## src/rtl/if_stage_pkg.sv

```systemverilog
// Shared pipeline definitions for the instruction-fetch stage: widths,
// the bubble instruction word, fetch FSM state encodings and PC helpers.
package if_stage_pkg;

    localparam int unsigned INSTR_W = 32;
    localparam int unsigned PC_W    = 32;

    // sll $0,$0,0 -- the canonical MIPS no-op used for bubbles and flushes.
    localparam logic [INSTR_W-1:0] NOP_INSTR = 32'h0000_0000;

    // S_REQ : a fetch is (or is about to be) outstanding on imem.
    // S_HOLD: a fetched word is parked in the skid buffer while decode stalls.
    typedef enum logic {
        S_REQ  = 1'b0,
        S_HOLD = 1'b1
    } state_t;

    // Sequential PC; wraps modulo 2^32 naturally.
    function automatic logic [PC_W-1:0] pc_next(input logic [PC_W-1:0] pc);
        return pc + 32'd4;
    endfunction

    // Force a byte address onto a word boundary.
    function automatic logic [PC_W-1:0] word_align(input logic [PC_W-1:0] addr);
        return addr & ~32'h0000_0003;
    endfunction

endpackage

```

## src/rtl/if_stage_id_reg.sv

```systemverilog
// IF/ID pipeline register: load a new instruction, hold, or flush to a bubble.
// Registered outputs feed decode directly.
module if_id_reg
    import if_stage_pkg::*;
#(
    parameter logic [INSTR_W-1:0] BUBBLE_INSTR = 32'h0000_0000
) (
    input  logic               clk,
    input  logic               rst_n,
    input  logic               i_load,
    input  logic               i_flush,
    input  logic [INSTR_W-1:0] i_ir,
    input  logic [PC_W-1:0]    i_npc,
    output logic [INSTR_W-1:0] o_ir,
    output logic [PC_W-1:0]    o_npc,
    output logic               o_valid
);

    logic [INSTR_W-1:0] r_ir;
    logic [PC_W-1:0]    r_npc;
    logic               r_valid;

    // Flush beats load; with neither asserted the register holds (stall).
    always_ff @(posedge clk or negedge rst_n) begin
        // NOTE: sequential state is written with <= so every register samples
        // pre-edge values regardless of statement order.
        if (!rst_n) begin
            r_ir    <= BUBBLE_INSTR;
            r_npc   <= '0;
            r_valid <= 1'b0;
        end else if (i_flush) begin
            // npc is left alone: a bubble carries no meaningful next-PC.
            r_ir    <= BUBBLE_INSTR;
            r_valid <= 1'b0;
        end else if (i_load) begin
            r_ir    <= i_ir;
            r_npc   <= i_npc;
            r_valid <= 1'b1;
        end
    end

    assign o_ir    = r_ir;
    assign o_npc   = r_npc;
    assign o_valid = r_valid;

endmodule

```

## src/rtl/if_stage.sv

```systemverilog
// Instruction-fetch stage: owns the PC, runs the req/ack fetch handshake with
// instruction memory, and drives the IF/ID register into decode. Handles
// decode stalls (one-entry skid buffer) and MEM-stage branch redirects.
module if_stage
    import if_stage_pkg::INSTR_W, if_stage_pkg::PC_W, if_stage_pkg::state_t,
           if_stage_pkg::S_REQ, if_stage_pkg::S_HOLD,
           if_stage_pkg::pc_next, if_stage_pkg::word_align;
#(
    parameter logic [PC_W-1:0]    RESET_PC  = 32'h0000_0000,
    parameter logic [INSTR_W-1:0] NOP_INSTR = if_stage_pkg::NOP_INSTR
) (
    input  logic               clk,
    input  logic               rst_n,
    input  logic               stall_in,
    input  logic               pcsrc_in,
    input  logic [PC_W-1:0]    branch_target_in,
    output logic               imem_req,
    output logic [PC_W-1:0]    imem_addr,
    input  logic               imem_ack,
    input  logic [INSTR_W-1:0] imem_rdata,
    output logic [INSTR_W-1:0] IR_out,
    output logic [PC_W-1:0]    npc_out,
    output logic               valid_out
);

    state_t             r_state;
    logic [PC_W-1:0]    r_pc;
    logic               r_req;
    logic               r_drop;     // next ack belongs to a fetch killed by a redirect
    logic [INSTR_W-1:0] r_buf_ir;
    logic [PC_W-1:0]    r_buf_npc;

    logic               w_ack;
    logic [PC_W-1:0]    w_pc_plus4;
    logic               w_ifid_load;
    logic               w_ifid_flush;
    logic [INSTR_W-1:0] w_ifid_ir;
    logic [PC_W-1:0]    w_ifid_npc;

    // An ack only counts against a live request; stray acks are ignored.
    assign w_ack      = imem_ack & r_req;
    assign w_pc_plus4 = pc_next(r_pc);

    assign imem_req  = r_req;
    assign imem_addr = r_pc;

    // PC, request and skid-buffer control; redirect outranks stall and ack.
    always_ff @(posedge clk or negedge rst_n) begin
        if (!rst_n) begin
            // NOTE: the skid buffer is a pair of plain registers, so it is
            // reset with the control state; whether it is occupied is carried
            // by r_state alone, never by its contents.
            r_state   <= S_REQ;
            r_pc      <= RESET_PC;
            r_req     <= 1'b0;
            r_drop    <= 1'b0;
            r_buf_ir  <= NOP_INSTR;
            r_buf_npc <= '0;
        end else if (pcsrc_in) begin
            r_pc      <= word_align(branch_target_in);
            r_state   <= S_REQ;
            r_req     <= 1'b1;
            // A fetch still in flight will return stale data; an ack landing
            // this very cycle is discarded here and retires the drop.
            r_drop    <= r_req & ~imem_ack;
            r_buf_ir  <= NOP_INSTR;
            r_buf_npc <= '0;
        end else begin
            case (r_state)
                S_REQ: begin
                    r_req <= 1'b1;
                    if (w_ack) begin
                        if (r_drop) begin
                            r_drop <= 1'b0;
                        end else if (stall_in) begin
                            r_buf_ir  <= imem_rdata;
                            r_buf_npc <= w_pc_plus4;
                            r_req     <= 1'b0;
                            r_state   <= S_HOLD;
                        end else begin
                            r_pc <= w_pc_plus4;
                        end
                    end
                end
                S_HOLD: begin
                    if (!stall_in) begin
                        r_pc    <= w_pc_plus4;
                        r_req   <= 1'b1;
                        r_state <= S_REQ;
                    end
                end
                default: r_state <= S_REQ;
            endcase
        end
    end

    // IF/ID steering: flush on redirect, drain the buffer, take fresh data,
    // or insert a bubble when decode is ready but nothing usable arrived.
    always_comb begin
        // NOTE: every output gets a default up front so no path leaves a
        // signal unassigned and infers a latch.
        w_ifid_load  = 1'b0;
        w_ifid_flush = 1'b0;
        w_ifid_ir    = imem_rdata;
        w_ifid_npc   = w_pc_plus4;
        if (pcsrc_in) begin
            w_ifid_flush = 1'b1;
        end else if (r_state == S_HOLD) begin
            if (!stall_in) begin
                w_ifid_load = 1'b1;
                w_ifid_ir   = r_buf_ir;
                w_ifid_npc  = r_buf_npc;
            end
        end else if (!stall_in) begin
            if (w_ack && !r_drop) begin
                w_ifid_load = 1'b1;
            end else begin
                w_ifid_flush = 1'b1;
            end
        end
    end

    if_id_reg #(
        .BUBBLE_INSTR (NOP_INSTR)
    ) u_if_id_reg (
        .clk     (clk),
        .rst_n   (rst_n),
        .i_load  (w_ifid_load),
        .i_flush (w_ifid_flush),
        .i_ir    (w_ifid_ir),
        .i_npc   (w_ifid_npc),
        .o_ir    (IR_out),
        .o_npc   (npc_out),
        .o_valid (valid_out)
    );

endmodule
```

## config.mk

```make
export PLATFORM = sky130hd
export DESIGN_NAME = if_stage
export DESIGN_NICKNAME = d
export VERILOG_FILES = /design/src/rtl/if_stage_pkg.sv /design/src/rtl/if_stage_id_reg.sv /design/src/rtl/if_stage.sv
export SDC_FILE = /design/constraint.sdc
export NUM_CORES = 1
export LEC_CHECK = 0
export CAP_MARGIN = 15
export CORE_ASPECT_RATIO = 1.25
export CORE_MARGIN = 2
export CORE_UTILIZATION = 55
export CTS_BUF_LIST = sky130_fd_sc_hd__clkbuf_4
export CTS_CLUSTER_SIZE = 20
export DETAILED_ROUTE_END_ITERATION = 6
export MAX_ROUTING_LAYER = met4
export PLACE_DENSITY = 0.87
export SLEW_MARGIN = 0
export SYNTH_ARGS = -nofsm -noshare
export SYNTH_HDL_FRONTEND = slang
export SYNTH_SLANG_ARGS = --single-unit
```

## constraint.sdc

```tcl
create_clock -name clk -period 4.8 [get_ports clk]
set_input_delay 1.2 -clock clk [delete_from_list [all_inputs] [get_ports clk]]
set_output_delay 1.2 -clock clk [all_outputs]
set_load 0.01 [all_outputs]
```

# [Word level (Yosys, flattened, before mapping)]
# Index checks and enable logic that the tools add are counted.
[totals] reg_bits=164 input_bits=69
[classes] addsub=1 eq_ne=5 mux=45 bitwise_logic=5 reduce_logical=8
[op_table] cell="32-bit 2-to-1 mux" count=20
[op_table] cell="32-bit case mux with 2 select lines" count=1
[op_table] cell="32-bit by 3-bit adder with 32-bit output, second input constant" count=1
[op_table] cell="1-bit 2-to-1 mux" count=22
[op_table] cell="3-bit inequality test, second input constant" count=3
[op_table] cell="2-bit AND reduction" count=3
[op_table] cell="2-bit inequality test, second input constant" count=2
[op_table] cell="1-bit case mux with 2 select lines" count=2
[op_table] cell="2-bit nonzero test" count=2
[op_table] cell="1-bit NOT" count=3
[op_table] cell="3-bit AND reduction" count=1
[op_table] cell="1-bit AND" count=2
[op_table] cell="1-bit logical AND" count=1
[op_table] cell="1-bit logical NOT" count=1

# [Longest topological paths before layout]
[logic_depth] depth_word=8 mapped_depth=8

# [Hierarchy]
# A second synthesis with hierarchy kept.
[unflattened] cells_unflattened=887 area_unflattened_um2=8456.9
[modules_own_cells] mod="if_stage" instances=1 cells_each=711 area_each_um2=5808.1 seq_area_each_um2=2427.3
[modules_own_cells] mod="if_id_reg" instances=1 cells_each=176 area_each_um2=2648.8 seq_area_each_um2=1626.6

# [Worst setup path after synthesis]
# OpenSTA, ideal clock, no wires.
[synth_timing] path_type="input -> register" startpoint="in stall_in" endpoint="reg u_if_id_reg.r_ir[18] (netlist: u_if_id_reg.o_ir[18])" t_arrival_ns=2.528 setup_slack_ns=2.139 cell_stages=7 n_path_buf=3 path_cell_list="or2_2 > or2_2 > clkbuf_1 > buf_2 > buf_2 > mux2i_1 > o21ai_0"
[synth_between] elab_chain_cells=5 word_cells_on_any_way=13 cone_classes="12 x mux; 1 x reduce/logical"
[synth_rtl] element="start, declared" line_no="if_stage.sv:14" text="input logic stall_in,"
[synth_rtl] element="32-bit 2-to-1 mux"
[synth_rtl] element="32-bit 2-to-1 mux" line_no="if_stage.sv:108" text="end else if (r_state == S_HOLD) begin"
[synth_rtl] element="32-bit 2-to-1 mux" line_no="if_stage.sv:106" text="if (pcsrc_in) begin"
[synth_rtl] element="32-bit 2-to-1 mux" line_no="if_stage_id_reg.sv:35" text="end else if (i_load) begin"
[synth_rtl] element="32-bit 2-to-1 mux" line_no="if_stage_id_reg.sv:31" text="end else if (i_flush) begin"
[synth_rtl] element="end signal, assigned" line_no="if_stage_id_reg.sv:36" text="r_ir <= i_ir;"
[synth_rtl] element="end, declared" line_no="if_stage_id_reg.sv:19" text="logic [INSTR_W-1:0] r_ir;"
# Parallel ways exist; a longest one is shown, timed or not. The select of a mux whose other input is x is not followed.
# A chain may end at the register's enable or synchronous reset.

# [Worst setup path after layout]
[layout_timing] startpoint="in imem_ack" endpoint="reg u_if_id_reg.r_npc[30] (netlist: u_if_id_reg.o_npc[30])"
[layout_between] elab_chain_cells=8 word_cells_on_any_way=12 cone_classes="8 x mux; 2 x bitwise; 2 x reduce/logical"
[layout_rtl] element="start, declared" line_no="if_stage.sv:19" text="input logic imem_ack,"
[layout_rtl] element="1-bit AND (*)" line_no="if_stage.sv:41" text="assign w_ack = imem_ack & r_req;"
[layout_rtl] element="1-bit logical AND (*)" line_no="if_stage.sv:115" text="if (w_ack && !r_drop) begin"
[layout_rtl] element="1-bit 2-to-1 mux" line_no="if_stage.sv:115"
[layout_rtl] element="1-bit 2-to-1 mux" line_no="if_stage.sv:114" text="end else if (!stall_in) begin"
[layout_rtl] element="1-bit 2-to-1 mux" line_no="if_stage.sv:108"
[layout_rtl] element="1-bit 2-to-1 mux" line_no="if_stage.sv:106"
[layout_rtl] element="1-bit NOT (no source line)"
[layout_rtl] element="2-bit AND reduction (no source line) (*)"
[layout_rtl] element="end signal, assigned" line_no="if_stage_id_reg.sv:37" text="r_npc <= i_npc;"
[layout_rtl] element="end, declared" line_no="if_stage_id_reg.sv:20" text="logic [PC_W-1:0] r_npc;"
# Every way passes the cells marked *; elsewhere a longest branch is shown, timed or not.

==> metrics.md <==
| Metric | Value |
|---|---|
| Critical Path AT | between 3 and 4 ns |
| Post-Place Cells | approximately 1.1k |
| Clock slew at reported path FFs | about 0.12 ns |
| Max-Cap Viols | 0 |
| Global Route Usage Sum | 0.266 |
| RSZ-0062 raised after global routing | no |
| DRT Wirelength | 18500 µm |
| Clk_lat worst skew | approximately 0.54 ns |
| Die area | around 15000 µm² |
| Minimum clock period | 3.04 ns |
| Fin util | 0.706 |
| Crit Path Max Fanout | 35 |
| Die height | between 100 and 150 µm |
| Synth Flop Type | dfrtp_1 |
| Fin. Hold Viols | 0 |
| Share of cells above drive strength 1 | 0.0612 |
| CP required | 5.20 ns |
| Gr ovfl total | 0 |
| Finished Layout Cells | 1140 |
| Antenna Violating Nets Remaining | 0 |
| Drc violations | 0 |
| Placer congestion estimate | about 0.95 |
| Via density | roughly 5.6 |
| Post-synthesis mux area share | 0.0448 |
| Core area | between 10000 and 15000 µm² |
| Post-synth EDFFs | 0 |
| Largest family of logic cells by synthesized area | simple AND/OR/NAND/NOR gates |
| Design area | between 9000 and 10000 µm² |
| Clk buf depth | 2 |
| Slew @ Worst Pin | between 1 and 1.5 ns |
| Routed WL per cell | between 15 and 20 µm |
| Rows | 48 |
| Worst min-delay path class | flip-flop to flip-flop |
| Clk sinks | between 150 and 200 |
| Top-area cell type share of the netlist area | 0.532 |
| Synth async-reset ratio | 1.00 |
| Part of the Yosys area used for sequential elements | 0.532 |
| IO Port Bufs | around 160 |
| Slew headroom | 0.251 |
| Final setup viols | 0 |
| Yosys reg bits | about 160 |
| Period utilisation layout | 0.634 |
| I/O pins | approximately 170 |
| Maximum vdd drop | between 200 and 250 µV |
| Synth area leader | dfrtp_1 |
| Kind of start point of the critical path | input port |
| Post_cts resized | 0 |
| CTS H-tree lvls | 4 |
| Mean Syn Cell Area | just over 9 µm² |
| Synth cell types | 52 |
| Setup Fix Bufs, Post-CTS | 0 |
| Antenna violations before repair | 1 |
| Starting Density | 0.557 |
| Vias | between 6k and 7k |
| Final Slew Violations | 0 |
| Synth Area in Simple Gates | 0.189 |
| Post-DP Area | just over 9000 µm² |
| First-pass GRT wire length | between 20000 and 30000 µm |
| Run status | finished, final reports clean |
| Fmax | 0.329 GHz |
| Synth Area in Compound Gates | 0.136 |
| CTS tree | done |
| Clock Root Buffer | clkbuf_4 |
| Initial drt markers | 419 |
| Cts bufs inserted | 17 |
| PD cells | around 330 nW/µm² |
| Layout Area Growth over Synthesis | 26.7% |
| Top post-synthesis cells by area | dfrtp_1 53%, nand2_1 9.3%, o21ai_0 6.4% |
| Critical path class | input port to flip-flop |
| Synth cell count leaders | 189 x nand2_1, 162 x dfrtp_1, 97 x o21ai_0 |
| Largest net degree at the start of global routing | ~110 |
| Post-cts hold buffer count | 0 |
| Setup total negative slack | 0 ns |
| Synth Area in Adders | 0.00164 |
| Setup crit end kind | flip-flop |
| P_leak | around 4.1 nW |
| Vias in the first global route | between 5k and 6k |
| Dpl hpwl | around 13000 µm |
| First-pass DRT Iterations | 6 |
| Die width | 109 µm |
| # fillers | between 1k and 1.5k |
| Most frequent cell after synthesis | nand2_1 |
| Number of synthesis warnings | 0 |
| Cell count after synthesis | 819 |
| Synthesized area | between 7000 and 8000 µm² |
| Final net count | about 1k |
| Xor and xnor area share after synthesis | 0.0620 |
| Clk_skew | approximately 0.026 ns |
==> area by class of cell <==
class	instances	area (µm²)	share of cell area
sequential	162	4050	0.420
multi-input combinational	594	3330	0.345
timing repair buffer	173	1700	0.176
tap	175	219	0.0227
clock inverter	14	211	0.0219
clock buffer	17	128	0.0132
inverter	4	15.0	0.00155
antenna	1	2.50	0.000259
==> flip-flops by register name (all words and copies together) (netlist names) <==
name and count:
imem_addr 30, imem_req 1, r_buf_ir 32, r_buf_npc 32, r_drop 1, r_state 1, u_if_id_reg.o_ir 32, u_if_id_reg.o_npc 32
u_if_id_reg.o_valid 1
==> through the flow <==
| step | hold WS [ns] | total power (W) | setup WS, ns |
|---|---|---|---|
| final | 0.491 | 0.00320 | 1.76 |
| after global routing | 0.517 | 0.00334 | 1.60 |
| after CTS | 0.493 | 0.00322 | 1.81 |
| after detailed placement | 0.463 | 0.00229 | 1.23 |
| after global placement | 0.460 | 0.00227 | 1.28 |
| after floorplan | 0.445 | 0.00190 | 2.14 |
==> worst max-delay path: stages <==
cell	delay, ns
clkdlybuf4s50_1	0.50
nand3b_1	0.23
and2_1	0.28
or2_2	0.57
buf_4	0.33
a22oi_1	0.21
o21ai_0	0.11
==> cells by family after synthesis <==
kind of cell | after synthesis
and+or+nand+nor | 313
AOI/OAI and AO/OA | 190
buffers and inverters | 64
adders and majority gates | 1
muxes | 34
DFF | 162
xor gates and xnor gates | 54
other | 1
==> cells in the final DEF, fill, tap and decap left out, types with 4 or more instances in the layout <==
cell type / count
nand4_1: 13
buf_4: 12
clkinv_4: 4
clkbuf_4: 17
nor3_1: 14
a21oi_1: 42
dfrtp_1: 162
bufinv_16: 5
o21ai_0: 97
a22oi_1: 16
nor4_1: 5
mux2i_1: 33
nor2_1: 36
and2_1: 4
clkdlybuf4s50_1: 160
a211oi_1: 7
nand3_1: 16
xor2_1: 30
nand2_1: 189
o21ai_1: 17
xnor2_1: 24
==> final timing paths <==
| kind | from | endpoint | slack, ns | depth (start not counted) |
|---|---|---|---|---|
| max | imem_ack | u_if_id_reg.o_npc[30] | 1.76 | 7 |
| min | u_if_id_reg.o_npc[6] | u_if_id_reg.o_npc[6] | 0.49 | 2 |
| max reg2reg | imem_addr[2] | u_if_id_reg.o_npc[20] | 1.99 | 6 |
| min reg2reg | u_if_id_reg.o_npc[6] | u_if_id_reg.o_npc[6] | 0.49 | 2 |
| max in group asynchronous | rst_n | imem_addr[10] | 3.05 | 2 |
| min in group asynchronous | rst_n | imem_addr[7] | 0.70 | 1 |
==> metal layers <==
metal	routed length [µm]	track usage	share of wire
met4	314	0.0872	0.017
met2	9440	0.433	0.51
met5	0	-	0
met1	7710	0.333	0.42
met3	1010	0.0519	0.055
==> power by group <==
group	internal [W]	switching (W)	total, W
sequential	0.00149	0.000114	0.00161
clock	0.000463	0.000479	0.000941
combinational	0.000335	0.000316	0.000651
total	0.00229	0.000909	0.00320
(Power assumes the default switching activity.)
